[src/rtl/seg7_pkg.sv]
// Shared constants for the 7-segment scan driver: segment bit positions and hex glyph table.
package seg7_pkg;

  localparam int unsigned SEG_A  = 0;
  localparam int unsigned SEG_G  = 6;
  localparam int unsigned SEG_DP = 7;
  localparam int unsigned SEG_W  = 8;

  // Glyphs for 0..F, bits {g,f,e,d,c,b,a}, active-high.
  localparam logic [6:0] SEG_TABLE [16] = '{
    7'h3F, 7'h06, 7'h5B, 7'h4F, 7'h66, 7'h6D, 7'h7D, 7'h07,
    7'h7F, 7'h6F, 7'h77, 7'h7C, 7'h39, 7'h5E, 7'h79, 7'h71
  };

endpackage

[src/rtl/seg7_decode.sv]
// Combinational hex-to-7-segment decoder with decimal point pass-through.
module seg7_decode
  import seg7_pkg::*;
(
  input  logic [3:0]       value,
  input  logic             dp,
  output logic [SEG_W-1:0] seg_c
);

  always_comb begin
    seg_c               = '0;
    seg_c[SEG_G:SEG_A]  = SEG_TABLE[value];
    seg_c[SEG_DP]       = dp;
  end

endmodule

[src/rtl/seg7_scan_driver.sv]
// Multiplexed 7-segment scan driver with frame-synchronous double-buffered data.
// Optional leading-zero blanking is enabled by defining SEG7_LZ_BLANK_EN.
module seg7_scan_driver
  import seg7_pkg::*;
#(
  parameter int unsigned N_DIGITS = 4,
  parameter int unsigned PRESCALE = 4
) (
  input  logic                  clk,
  input  logic                  rst_n,
  input  logic                  enable,
  input  logic                  load,
  input  logic [4*N_DIGITS-1:0] numar,
  input  logic [N_DIGITS-1:0]   dp_in,
  output logic [SEG_W-1:0]      seg,
  output logic [N_DIGITS-1:0]   an,
  output logic                  frame_done
);

  localparam int unsigned NUM_W = 4 * N_DIGITS;
  localparam int unsigned IDX_W = (N_DIGITS > 1) ? $clog2(N_DIGITS) : 1;
  localparam int unsigned PRE_W = (PRESCALE > 1) ? $clog2(PRESCALE) : 1;

  logic [NUM_W-1:0]    pend_num, shad_num;
  logic [N_DIGITS-1:0] pend_dp, shad_dp;
  logic [PRE_W-1:0]    presc;
  logic [IDX_W-1:0]    idx;

  logic             tc_c, last_c, boundary_c;
  logic [3:0]       sel_val_c;
  logic             sel_dp_c, sel_blank_c;
  logic [SEG_W-1:0] dec_seg_c, seg_next_c;

  assign tc_c       = enable && (presc == PRE_W'(PRESCALE - 1));
  assign last_c     = (idx == IDX_W'(N_DIGITS - 1));
  assign boundary_c = tc_c && last_c;

  // Pick the shadow digit currently addressed by idx.
  always_comb begin
    sel_val_c = 4'h0;
    sel_dp_c  = 1'b0;
    for (int unsigned i = 0; i < N_DIGITS; i++) begin
      if (idx == IDX_W'(i)) begin
        sel_val_c = shad_num[4*i +: 4];
        sel_dp_c  = shad_dp[i];
      end
    end
  end

`ifdef SEG7_LZ_BLANK_EN
  // A digit is a leading zero when it and every more-significant digit are zero.
  always_comb begin
    logic zero_run;
    zero_run    = 1'b1;
    sel_blank_c = 1'b0;
    for (int i = N_DIGITS - 1; i >= 0; i--) begin
      zero_run = zero_run && (shad_num[4*i +: 4] == 4'h0);
      if ((i > 0) && zero_run && (idx == IDX_W'(i))) sel_blank_c = 1'b1;
    end
  end
`else
  assign sel_blank_c = 1'b0;
`endif

  seg7_decode u_decode (
    .value (sel_val_c),
    .dp    (sel_dp_c),
    .seg_c (dec_seg_c)
  );

  assign seg_next_c = sel_blank_c ? {dec_seg_c[SEG_DP], 7'h00} : dec_seg_c;

  // Pending captures every load; shadow only refreshes between frames or while dark.
  always_ff @(posedge clk or negedge rst_n) begin
    if (!rst_n) begin
      pend_num <= '0;
      pend_dp  <= '0;
      shad_num <= '0;
      shad_dp  <= '0;
    end else begin
      if (!enable || boundary_c) begin
        shad_num <= pend_num;
        shad_dp  <= pend_dp;
      end
      if (load) begin
        pend_num <= numar;
        pend_dp  <= dp_in;
      end
    end
  end

  // Prescaler and digit index.
  always_ff @(posedge clk or negedge rst_n) begin
    if (!rst_n) begin
      presc <= '0;
      idx   <= '0;
    end else if (!enable) begin
      presc <= '0;
      idx   <= '0;
    end else if (tc_c) begin
      presc <= '0;
      idx   <= last_c ? '0 : idx + IDX_W'(1);
    end else begin
      presc <= presc + PRE_W'(1);
    end
  end

  // Registered display outputs, one cycle behind idx.
  always_ff @(posedge clk or negedge rst_n) begin
    if (!rst_n) begin
      seg        <= '0;
      an         <= '0;
      frame_done <= 1'b0;
    end else if (!enable) begin
      seg        <= '0;
      an         <= '0;
      frame_done <= 1'b0;
    end else begin
      seg        <= seg_next_c;
      an         <= N_DIGITS'(1) << idx;
      frame_done <= boundary_c;
    end
  end

endmodule
[config.mk]
export PLATFORM = sky130hd
export DESIGN_NAME = seg7_scan_driver
export DESIGN_NICKNAME = d
export VERILOG_FILES = /design/src/rtl/seg7_pkg.sv /design/src/rtl/seg7_decode.sv /design/src/rtl/seg7_scan_driver.sv
export SDC_FILE = /design/constraint.sdc
export NUM_CORES = 1
export LEC_CHECK = 0
export ABC_CLOCK_PERIOD_IN_PS = 6500
export CAP_MARGIN = 20
export CORE_ASPECT_RATIO = 1.4
export CORE_MARGIN = 1.5
export CORE_UTILIZATION = 30
export CTS_BUF_LIST = sky130_fd_sc_hd__clkbuf_8 sky130_fd_sc_hd__clkbuf_16
export CTS_CLUSTER_DIAMETER = 30
export DETAILED_ROUTE_END_ITERATION = 10
export HOLD_SLACK_MARGIN = 0.1
export PLACE_DENSITY = 0.6
export SETUP_SLACK_MARGIN = 0.3
export SYNTH_ARGS = -nofsm -noshare
export SYNTH_HDL_FRONTEND = slang
export SYNTH_SLANG_ARGS = --single-unit
[constraint.sdc]
create_clock -name clk -period 6.5 [get_ports clk]
set_clock_uncertainty 0.15 [all_clocks]
set_input_delay 1.3 -clock clk [delete_from_list [all_inputs] [get_ports clk]]
set_output_delay 1.3 -clock clk [all_outputs]
set_load 0.1 [all_outputs]
Word-level counts from Yosys, hierarchy flattened
Memory sizes are Yosys's and may differ from the RTL's.
Cells that the tools add are included.
Cells by class
  $add $sub $neg: 2
  order comparisons: 1
  equality and inequality tests: 5
  shift operators: 1
  muxes and demuxes: 18
  bitwise logic cells: 1
  reduce and logical (&&, ||, !) cells: 5
Operator list (number)
  2-to-1 mux 4 bit: 5
  2-to-1 mux 7 bit: 2
  2-to-1 mux 2 bit: 5
  2-to-1 mux 8 bit: 1
  equality test 2 bit (second input constant): 3
  >= comparator 5 bit (second input constant): 1
  2-to-1 mux 1 bit: 5
  NOT 4 -> 5 bit: 1
  adder 2 x 1 -> 2 bit (second input constant): 2
  << shifter 1 x 2 -> 4 bit (first input constant): 1
  equality test 2 x 1 -> 1 bit (second input constant): 1
  logical AND 1 bit: 2
  logical NOT 2 bit: 1
  inequality test 2 x 1 -> 1 bit (second input constant): 1
  logical NOT 1 bit: 1
  logical OR 1 bit: 1
Storage, ports and cells
  register bits after elaboration: 57
  ROM bits: 112
  input port bits: 24
  output and inout port bits: 13
  word-level logic and storage cells: 43
  memories kept: 1
Memories
  (no name shown): words 16, width 7, rd ports 1, clocked after Yosys merged registers in 0, write ports 0, line seg7_decode.sv:12  | seg_c[SEG_G:SEG_A] = SEG_TABLE[value];

Longest topological paths before layout
  word-level depth: 10
  gate-level depth with buffers: 11
  mapped depth without buffers: 10

Hierarchy
From an unflattened synthesis, not the netlist that was laid out.
Second synthesis, totals
  cells, all modules: 189
  area, all modules: 2637.5 um^2
Modules (own cells, without submodules)
  seg7_scan_driver: instances 1, cells each 155, area each 2343.5 um^2
  seg7_decode: instances 1, cells each 34, area each 294.0 um^2

Worst setup path before layout
Ideal clock, no wire load.
  kind: input -> register
  start point: in enable
  end point: reg shad_dp[1]
  setup time: 125 ps
  data arrival time: 2391 ps
  required time: 6225 ps
  setup slack: 3835 ps
  stages on the path: 5
  buffers on the path: 2
  cells stage by stage: buf_2 > clkinv_1 > a21oi_1 > buf_4 > mux2_2
Between the ends
  cells in the longest elaborated chain, start to end: 3
Ends and longest elaborated chain
  start: declaration: line seg7_scan_driver.sv:11  | input logic enable,
  logical AND 1 bit: line seg7_scan_driver.sv:34  | assign tc_c = enable && (presc == PRE_W'(PRESCALE - 1));
  logical AND 1 bit: line seg7_scan_driver.sv:36  | assign boundary_c = tc_c && last_c;
  logical OR 1 bit *: line seg7_scan_driver.sv:81  | if (!enable || boundary_c) begin
  end signal: assignment: line seg7_scan_driver.sv:83  | shad_dp <= pend_dp;
  end: declaration: line seg7_scan_driver.sv:25  | logic [N_DIGITS-1:0] pend_dp, shad_dp;
Mark *: on every way between the ends. The rest lies on a longest branch, timed or not.
A chain may end at the register's enable or synchronous reset.

Worst setup path in the final report
  start point: reg seg[1]
  end point: out seg[1]
RTL lines
  start: declaration: line seg7_scan_driver.sv:15  | output logic [SEG_W-1:0] seg,
  start signal: assignment: line seg7_scan_driver.sv:119  | seg <= seg_next_c;
No word-level cell between the ends.

==> metrics.md <==
| Metric | Value |
|---|---|
| Input/output buffers | `36` |
| Drt first-iter violations | `58` |
| Global-route met3 utilization | `0.0268` |
| RSZ-0062 raised after global routing | `no` |
| DRC | `0` |
| Number of nets with antenna violations after routing | `0` |
| Antenna cell count | `0` |
| Final HPWL DP | `3140 µm` |
| Post-DR wirelength/cell | `13.4 µm` |
| Resize count post-CTS | `0` |
| Yosys warnings | `0` |
| Leak Pwr | `0.00140 µW` |
| Overall overflow remaining after global route | `0` |
| Synth-to-Final Area Change | `28.6%` |
| First-pass GRT wire length | `7750 µm` |
| Top-level port count | `37` |
| Overall die width | `81.2 µm` |
| Placeable core region | `8250 µm²` |
| Max-slew headroom | `0.348` |
| Category of the worst setup path capture point | `output pin` |
| Starting density of the core | `0.311` |
| Final wirelength | `4480 µm` |
| CP arrival | `1.77 ns` |
| Minimum clock period after layout | `3.22 ns` |
| Final number of hold-violating endpoints | `0` |
| Crit path largest cell delay | `1.13 ns` |
| Worst setup slack after layout | `3.28 ns` |
| Largest net degree at the start of global routing | `58` |
| Vias/cell | `4.65` |
| Aggregate negative setup slack | `0 ns` |
| Number of global-route vias before repair | `1608` |
| Pwr dens | `342 nW/µm²` |
| Die height | `112 µm` |
| Clock H-tree levels | `3` |
| Number of cell rows | `39` |
| CTS hold repair buffers | `0` |
| Post-layout nets | `262` |
| Total design power | `1130 µW` |
| Instance count of the mapped netlist | `187` |
| Outcome | `completed` |
| Clk root buf | `sky130_fd_sc_hd__clkbuf_16` |
| Top Family by Delay on Critical Path | `buffers and inverters` |
| Met2 GRT Util | `0.177` |
| Mean area per synthesized cell | `13.7 µm²` |
| Placed Cells incl. Taps | `317` |
| Area of all sequential standard cells | `1430 µm²` |
| Met1 track utilization from global routing | `0.136` |
| Place WS | `2.50 ns` |
| Sequential area share after synthesis | `0.556` |
| TritonCTS clock tree | `built` |
| Area of the mapped netlist | `2570 µm²` |
| Count of maximum capacitance violations | `0` |
| Gpl congestion | `0.799` |
| Area of the die | `9130 µm²` |
| Flop and latch count out of synthesis | `57` |
| VDD IR max | `0.153 mV` |
| Clk pin slew, worst setup/hold paths | `0.05 ns` |
| Crit path buffers/inverters | `1` |
| Overall fraction of global-route tracks in use | `0.115` |
| Post-CTS setup-driven buffer insertion count | `0` |
| Clock Path Buffers | `2` |
| Maximum net fanout on the critical path | `1` |
| Busiest metal layer after global routing | `met2` |
| Count of endpoints failing setup in the final report | `0` |
| Final Max Tran Viols | `0` |
| Post-synthesis net count | `222` |
| Leading cell types in the layout, fill and taps excluded | `57 x sky130_fd_sc_hd__dfrtp_1, 36 x sky130_fd_sc_hd__mux2_2, 35 x sky130_fd_sc_hd__clkdlybuf4s50_1, 11 x sky130_fd_sc_hd__ha_1, 9 x sky130_fd_sc_hd__clkbuf_16` |
| Startpoint kind of the worst setup timing path | `flop` |
| Most common library cell in the layout ignoring fill and taps | `sky130_fd_sc_hd__dfrtp_1` |
| Max Freq | `0.310 GHz` |
| Number of standard cells in the layout, taps in and fillers out | `333` |
| Multi-input logic area | `1040 µm²` |
| Total of fill cells in the finished design | `789` |
| Via count | `1547` |
| Number of CTS-inserted buffers | `9` |
| Detailed Routing Iterations Pass 1 | `4` |
| Type of the tightest min-delay check | `flop to flop` |
| Final critical-path share of the clock period | `0.496` |
| Slowest stage cell on the critical path | `sky130_fd_sc_hd__clkdlybuf4s50_1` |
| Number of distinct library cells after synthesis | `42` |
| Data required time at the worst endpoint | `5.05 ns` |
| Source-to-sink clock delay at the later pin of the worst-skew pair | `0.32 ns` |
| Measured slew at the worst slew-check pin | `0.974 ns` |
| CTS sink cnt | `57` |
| Path type of the worst setup path | `flop to output pin` |
| Fraction of layout cells with a size suffix above 1 | `0.268` |
| Worst path cell trace | `clkdlybuf4s50_1` |
| Number of antenna violations at the first check in global routing | `0` |
area by class of cell:
type / count / area share
tap: 102 / 0.0387
multi-input combinational: 114 / 0.317
clock buffer: 11 / 0.0766
timing repair buffer: 38 / 0.115
sequential: 57 / 0.432
clock inverter: 4 / 0.0133
inverter: 7 / 0.00796
cell families after synthesis:
| logic type | Yosys count | share of synthesized area |
|---|---|---|
| AND/OR/NAND/NOR | 36 | 0.0800 |
| flip-flops | 57 | 0.556 |
| adder cells (fa/ha/maj) | 11 | 0.0536 |
| multiplexers | 43 | 0.187 |
| XOR/XNOR | 1 | 0.00341 |
| buffers and inverters | 16 | 0.0385 |
| AO/OA/AOI/OAI | 23 | 0.0814 |
sequential cells by signal, summed over array words and instances (netlist names):
register	count
idx	2
frame_done	1
presc	2
an	4
pend_num	16
pend_dp	4
shad_num	16
shad_dp	4
seg	8
metal layers:
layer  wire length, µm  vias to the layer above
li1                  -                      738
met1              1860                      765
met2              2320                       32
met3               134                       12
met4               163                        0
met5                 0                        -
power breakdown:
group / internal [µW] / switching [µW]
registers: 399 / 20.2
logic: 91.2 / 157
clock network: 311 / 148
total: 802 / 325
through the flow:
step	utilization	hold slack [ns]	cell area, µm²
finish	0.400	0.288	3300
global route	0.400	0.304	3300
CTS	0.398	0.286	3280
detailed placement	0.362	0.279	2990
global placement	0.362	0.270	2990
floorplan	-	0.253	2570
cells in the mapped netlist, drive strengths merged:
master,instances,area share
nor3,1,0.0019
nand2,9,0.014
clkinv,1,0.0015
inv,6,0.0088
a211oi,1,0.0029
nand2b,2,0.0049
o2111ai,1,0.0034
a211o,1,0.0034
mux2i,3,0.012
nor3b,3,0.011
nand3,1,0.0019
nand3b,4,0.012
o41ai,1,0.0063
o22ai,1,0.0024
ha,11,0.054
dfrtp,57,0.56
and2,5,0.012
a21oi,5,0.0097
a31oi,1,0.0024
o21ai,3,0.0058
mux2,40,0.18
o31ai,1,0.0029
o211ai,1,0.0029
o221ai,1,0.0058
and3,1,0.0024
nor2,6,0.0088
a311oi,1,0.010
a221oi,3,0.015
clkbuf,2,0.0029
and2b,1,0.0039
xnor2,1,0.0034
nor2b,3,0.0073
buf,7,0.025
o221a,1,0.0044
o31a,1,0.0034
path summary, 6_finish.rpt:
kind	startpoint	to	slack, ns	cells after the start
setup / recovery	seg[1]	seg[1]	3.28	1
min in group asynchronous	rst_n	pend_num[3]	0.96	2
max in group asynchronous	rst_n	an[0]	4.76	2
hold reg to reg	presc[0]	presc[0]	0.29	1
hold / removal	presc[0]	presc[0]	0.29	1
setup reg to reg	idx[0]	seg[3]	3.81	9
No activity file was read; power rests on OpenSTA's default activity.
